### src/rtl/c_shared_fifo_tracker_pkg.sv
// Shared definitions for the shared-buffer FIFO occupancy tracker:
// error-bit positions and the width helper used to size the counters.
package c_shared_fifo_tracker_pkg;

  localparam int FT_ERR_UNDERFLOW = 0;
  localparam int FT_ERR_OVERFLOW  = 1;
  localparam int FT_ERR_BADSEL    = 2;

  // Bits needed to encode 'value' distinct states (0..value-1), never less than 1.
  function automatic int clogb(input int value);
    int bits;
    bits = 0;
    while ((1 << bits) < value) begin
      bits = bits + 1;
    end
    if (bits == 0) begin
      bits = 1;
    end
    return bits;
  endfunction

endpackage

### src/rtl/c_shared_fifo_tracker_queue.sv
// Per-queue occupancy counter with next-state encoded empty/almost_empty flags
// and the private/shared boundary indications used by the pool accounting.
module c_shared_fifo_tracker_queue
  import c_shared_fifo_tracker_pkg::*;
#(
  parameter int depth_private = 2,
  parameter int depth_shared  = 8,
  parameter int occ_width     = clogb(depth_private + depth_shared + 1)
) (
  input  logic                 clk,
  input  logic                 reset,
  input  logic                 i_active,
  input  logic                 i_push,
  input  logic                 i_pop,
  output logic [occ_width-1:0] o_occ,
  output logic                 o_empty,
  output logic                 o_almost_empty,
  output logic                 o_uses_shared_on_push,
  output logic                 o_frees_shared_on_pop
);

  logic [occ_width-1:0] r_occ;
  logic                 r_empty;
  logic                 r_almost_empty;
  logic [occ_width-1:0] w_occ_next;

  // A simultaneous push and pop cancel; the caller has already filtered illegal ops.
  always_comb begin
    w_occ_next = r_occ;
    if (i_push && !i_pop) begin
      w_occ_next = r_occ + 1'b1;
    end else if (i_pop && !i_push) begin
      w_occ_next = r_occ - 1'b1;
    end
  end

  always_ff @(posedge clk) begin
    if (reset) begin
      r_occ          <= '0;
      r_empty        <= 1'b1;
      r_almost_empty <= 1'b0;
    end else if (i_active) begin
      r_occ          <= w_occ_next;
      r_empty        <= (w_occ_next == '0);
      r_almost_empty <= (w_occ_next == occ_width'(1));
    end
  end

  assign o_occ                 = r_occ;
  assign o_empty               = r_empty;
  assign o_almost_empty        = r_almost_empty;
  assign o_uses_shared_on_push = (int'(r_occ) >= depth_private);
  assign o_frees_shared_on_pop = (int'(r_occ) > depth_private);

endmodule

### src/rtl/c_shared_fifo_tracker.sv
// Occupancy tracker for several logical FIFOs sharing one buffer: private
// entries per queue plus a common pool, with per-queue flags and error reporting.
module c_shared_fifo_tracker
  import c_shared_fifo_tracker_pkg::*;
#(
  parameter int num_queues    = 4,
  parameter int depth_private = 2,
  parameter int depth_shared  = 8,
  parameter int enable_bypass = 0,
  parameter int shared_width  = clogb(depth_shared + 1)
) (
  input  logic                    clk,
  input  logic                    reset,
  input  logic                    active,
  input  logic                    push,
  input  logic [num_queues-1:0]   push_sel,
  input  logic                    pop,
  input  logic [num_queues-1:0]   pop_sel,
  output logic [num_queues-1:0]   empty,
  output logic [num_queues-1:0]   almost_empty,
  output logic [num_queues-1:0]   full,
  output logic [num_queues-1:0]   almost_full,
  output logic [shared_width-1:0] shared_free,
  output logic [2:0]              errors
);

  localparam int OCC_W = clogb(depth_private + depth_shared + 1);

  logic [shared_width-1:0] r_shared_used;
  logic [shared_width-1:0] w_shared_next;
  logic [OCC_W-1:0]        w_occ [num_queues];
  logic [num_queues-1:0]   w_uses_shared;
  logic [num_queues-1:0]   w_frees_shared;
  logic [num_queues-1:0]   w_q_push;
  logic [num_queues-1:0]   w_q_pop;
  logic                    w_push_onehot;
  logic                    w_pop_onehot;
  logic                    w_same_q;
  logic                    w_underflow;
  logic                    w_overflow;
  logic                    w_bad_select;
  logic                    w_push_do;
  logic                    w_pop_do;
  logic                    w_shared_inc;
  logic                    w_shared_dec;
  logic                    w_pool_full;

  assign w_push_onehot = (push_sel != '0) && ((push_sel & (push_sel - 1'b1)) == '0);
  assign w_pop_onehot  = (pop_sel != '0) && ((pop_sel & (pop_sel - 1'b1)) == '0);
  assign w_same_q      = push && pop && (push_sel == pop_sel);

  // A same-queue pop frees the slot the push needs, so it never overflows.
  assign w_underflow  = pop && w_pop_onehot && ((pop_sel & empty) != '0)
                        && !((enable_bypass != 0) && w_same_q);
  assign w_overflow   = push && w_push_onehot && ((push_sel & full) != '0) && !w_same_q;
  assign w_bad_select = (push && !w_push_onehot) || (pop && !w_pop_onehot);

  assign w_push_do = push && w_push_onehot && !w_overflow;
  assign w_pop_do  = pop && w_pop_onehot && !w_underflow;

  assign errors[FT_ERR_UNDERFLOW] = w_underflow;
  assign errors[FT_ERR_OVERFLOW]  = w_overflow;
  assign errors[FT_ERR_BADSEL]    = w_bad_select;

  assign w_pool_full = (r_shared_used == shared_width'(depth_shared));
  assign shared_free = shared_width'(depth_shared) - r_shared_used;

  genvar gi;
  generate
    for (gi = 0; gi < num_queues; gi++) begin : g_queue
      assign w_q_push[gi] = w_push_do && push_sel[gi];
      assign w_q_pop[gi]  = w_pop_do && pop_sel[gi];

      c_shared_fifo_tracker_queue #(
        .depth_private (depth_private),
        .depth_shared  (depth_shared),
        .occ_width     (OCC_W)
      ) u_queue (
        .clk                   (clk),
        .reset                 (reset),
        .i_active              (active),
        .i_push                (w_q_push[gi]),
        .i_pop                 (w_q_pop[gi]),
        .o_occ                 (w_occ[gi]),
        .o_empty               (empty[gi]),
        .o_almost_empty        (almost_empty[gi]),
        .o_uses_shared_on_push (w_uses_shared[gi]),
        .o_frees_shared_on_pop (w_frees_shared[gi])
      );

      assign full[gi] = w_uses_shared[gi] && w_pool_full;
      // One slot left: either the last private entry with the pool gone, or the last pool entry.
      assign almost_full[gi] = !full[gi]
        && (((int'(w_occ[gi]) + 1 == depth_private) && w_pool_full)
            || (w_uses_shared[gi] && (shared_free == shared_width'(1))));
    end
  endgenerate

  assign w_shared_inc = w_push_do && ((push_sel & w_uses_shared) != '0);
  assign w_shared_dec = w_pop_do && ((pop_sel & w_frees_shared) != '0);

  always_comb begin
    w_shared_next = r_shared_used;
    if (!(w_push_do && w_pop_do && w_same_q)) begin
      if (w_shared_inc && !w_shared_dec) begin
        w_shared_next = r_shared_used + 1'b1;
      end else if (w_shared_dec && !w_shared_inc) begin
        w_shared_next = r_shared_used - 1'b1;
      end
    end
  end

  always_ff @(posedge clk) begin
    if (reset) begin
      r_shared_used <= '0;
    end else if (active) begin
      r_shared_used <= w_shared_next;
    end
  end

endmodule

### config.mk
export PLATFORM = sky130hd
export DESIGN_NAME = c_shared_fifo_tracker
export DESIGN_NICKNAME = d
export VERILOG_FILES = /design/src/rtl/c_shared_fifo_tracker_pkg.sv /design/src/rtl/c_shared_fifo_tracker_queue.sv /design/src/rtl/c_shared_fifo_tracker.sv
export SDC_FILE = /design/constraint.sdc
export NUM_CORES = 1
export LEC_CHECK = 0
export ABC_AREA = 1
export CORE_MARGIN = 3
export CORE_UTILIZATION = 58
export CTS_BUF_LIST = sky130_fd_sc_hd__clkbuf_4
export CTS_CLUSTER_DIAMETER = 40
export DETAILED_ROUTE_END_ITERATION = 10
export PLACE_DENSITY = 0.9
export SLEW_MARGIN = 20
export SYNTH_ARGS = -nofsm -noshare
export SYNTH_HDL_FRONTEND = slang
export SYNTH_SLANG_ARGS = --single-unit
### constraint.sdc
create_clock -name clk -period 3.35 [get_ports clk]
set_input_delay 0.5025 -clock clk [delete_from_list [all_inputs] [get_ports clk]]
set_output_delay 0.5025 -clock clk [all_outputs]
set_load 0.01 [all_outputs]
==> flow_metrics.py <==
metrics = {
    "job": {
        "drv_cap": 0,
    },
    "placement": {
        "gp_congestion": 0.891,
        "placed_cell_area_sq_um": 3140,
        "dp_hpwl_microns": 5210,
        "io_buffers": 35,
        "dp_slack_ps": -29.8,
    },
    "cells_and_area": {
        "post-route-cell-area_sq_um": 3170,
        "antennaDiodeCount": 0,
        "syn2layout_area_growth_pct": 14.1,
        "mostFrequentLayoutCells": "128 x nand2_1, 65 x inv_1, 44 x nand3_1",
        "final_common_cell": "nand2_1",
        "nets": 514,
        "layout-drive-gt1-share_pct": 7.97,
    },
    "sta": {
        "slew_headroom_pct": 58.1,
        "skew_ps": 9.67,
        "max_freq_ghz": 0.322,
        "rsz0062_at_grt": "false",
        "tightestPinTransition_ps": 628,
        "hold_viol_final": 0,
        "setup_viol": 0,
        "drv_slew": 0,
        "fin_crit_sh_pct": 92.8,
        "setup_slack_ps": 243,
        "period_needed_ps": 3110,
    },
    "power": {
        "p_seq_share_pct": 43.3,
        "max-vdd-ir-drop_mv": 0.181,
        "p_sw_uw": 353,
        "p_clk_share_pct": 17.7,
        "p_comb_share_pct": 39.1,
        "internal_power_uw": 548,
        "leakage_uw": 0.00164,
        "power_density_nw_per_um2": 284,
        "swShare_pct": 39.2,
    },
    "die": {
        "row_count": 24,
        "core_sq_um": 4500,
        "dieArea_sq_um": 5660,
        "die_y_microns": 75.2,
        "ios": 36,
        "die_width_microns": 75.2,
        "initial_core_util_pct": 61.7,
    },
    "yosys": {
        "synth_seq_area_share_pct": 20.2,
        "ys_ff_latch": 28,
        "avgSynthCellArea_sq_um": 6.16,
        "synth_warnings": 0,
        "syn_inst": 451,
        "ys_types": 32,
        "netlist_area_sq_um": 2780,
        "synthesis.nets": 486,
    },
    "routing": {
        "dr.pass1.iters": 5,
        "drc": 0,
        "num_vias": 2913,
        "first_iter_violations": 208,
        "wirelength_microns": 6830,
        "vias_per_cell": 5.51,
        "wl_per_cell_microns": 12.9,
        "ant_nets": 0,
    },
    "grt": {
        "grt_pass1_vias": 2649,
        "grt_usage_pct": 24.8,
        "antenna_found_initial": 0,
        "globalRoute.totalOverflow": 0,
        "grt_max_degree": 21,
        "grt_pass1_wl_microns": 11200,
    },
    "critical_path": {
        "crit_type": "input port to flop",
        "crit_arrival_ps": 3380,
        "crit_start": "push_sel[0]",
        "worstPathMaxFanout": 7,
        "critPathCaptureType": "flop",
        "required_ps": 3620,
        "critPathLaunchType": "input port",
        "r2r_start": "r_shared_used[1]$_SDFFE_PP0P_",
    },
    "cts": {
        "ctsResizeCount": 0,
        "clock_sinks": 28,
        "clkTransAtPathRegs_ps": 170,
        "root_buffer": "clkbuf_4",
        "cts_tree": "yes",
        "clk_path_buf_depth": 2,
        "cts_buffers": 3,
        "postCtsHoldBufs": 0,
        "htree_levels": 1,
        "cts_setup_buffers": 0,
        "clkLatencyLatePin_ps": 360,
    },
    "worst_hold_path": {
        "hold_start": "g_queue[3].u_queue.o_almost_empty$_SDFFE_PP0P_",
        "min_path_type": "flop to flop",
    },
    "run_status": {
        "status": "completed",
    },
}
flip-flops by register name, indices dropped and copies added (netlist names):
register,count
r_shared_used,4
g_queue.u_queue.o_almost_empty,4
g_queue.u_queue.o_empty,4
g_queue.u_queue.o_occ,16
layer usage:
layer	GRT usage [%]	part of all wire [%]	vias to the layer above
met5	0	0	-
met4	8.74	1.7	0
met3	2.27	4.7	9
met2	42.6	47	85
met1	32.4	46	1329
li1	-	-	1490
metrics by stage:
step / total power, uW / TNS [ps] / hold WS, ps / cells / utilization [%]
final: 901 / 0 / 479 / 529 / 70.4
after detailed placement: 742 / -29.8 / 460 / 526 / 69.7
after CTS: 892 / 0 / 481 / 529 / 70.2
after global routing: 957 / 0 / 508 / 529 / 70.4
after global placement: 730 / 0 / 453 / 526 / 69.7
after floorplan: 638 / 0 / 446 / 451 / -
final timing paths:
| kind | endpoint | slack (ps) | cells past startpoint |
|---|---|---|---|
| worst max-delay path | r_shared_used[3]$_SDFFE_PP0P_ | 240 | 18 |
| worst min-delay path | g_queue[3].u_queue.o_almost_empty$_SDFFE_PP0P_ | 480 | 2 |
| worst max register to register | r_shared_used[3]$_SDFFE_PP0P_ | 260 | 18 |
| worst min register to register | g_queue[3].u_queue.o_almost_empty$_SDFFE_PP0P_ | 480 | 2 |
cells by family (layout without fill, tap and decap cells):
kind of cell / Yosys count / after routing / share of synthesized area [%]
compound gates: 67 / 67 / 13.0
simple gates: 228 / 228 / 37.7
xor+xnor: 15 / 15 / 4.73
flops: 28 / 28 / 20.2
buf+inv: 91 / 117 / 14.2
fa+ha+maj: 22 / 22 / 10.2
critical path: stages:
cell             delay [ps]
clkdlybuf4s50_1         600
inv_1                    60
nand2_1                  90
nand2_1                  90
o21ai_2                  80
nand3_2                 110
nor2_2                  180
nand2_4                  60
nand3_1                  60
inv_1                    40
ha_1                    210
inv_1                   130
ha_1                    290
a21oi_1                 190
a21oi_1                  90
or3b_1                  400
o21ai_1                 150
a21oi_1                  50
power by group through the flow:
stage | Sequential, uW | Combinational (uW) | Clock (uW)
floorplan | 386 | 251 | 0
global placement | 394 | 336 | 0
detailed placement | 396 | 347 | 0
CTS | 388 | 349 | 154
global route | 394 | 398 | 165
finish | 390 | 352 | 159
cell usage after synthesis:
cell / n / share of area [%]
a21oi_1: 31 / 5.6
a22o_1: 2 / 0.63
a31oi_1: 2 / 0.45
buf_1: 1 / 0.13
buf_2: 4 / 0.72
buf_4: 13 / 3.5
clkbuf_1: 6 / 0.81
dfxtp_1: 28 / 20
fa_1: 1 / 0.72
ha_1: 21 / 9.5
inv_1: 65 / 8.8
inv_2: 2 / 0.27
nand2_1: 128 / 17
nand2_2: 4 / 0.90
nand2_4: 1 / 0.41
nand3_1: 44 / 7.9
nand3_2: 4 / 1.4
nand3_4: 1 / 0.63
nand4_1: 7 / 1.6
nand4_2: 4 / 1.8
nor2_1: 24 / 3.2
nor2_2: 4 / 0.90
nor3_1: 3 / 0.54
nor3b_1: 1 / 0.27
o211ai_1: 5 / 1.4
o21ai_0: 23 / 4.1
o21ai_1: 3 / 0.54
o21ai_2: 1 / 0.32
or2_0: 2 / 0.45
or3b_1: 1 / 0.32
xnor2_1: 1 / 0.32
xor2_1: 14 / 4.4
area by class of cell:
class                      count  area, sq um
multi-input combinational    332         1830
fill                         385         1330
sequential                    28          562
timing repair buffer          47          444
inverter                      67          251
tap                           52         65.1
clock buffer                   3         22.5
Note: power is estimated with default switching activity, not from simulation.
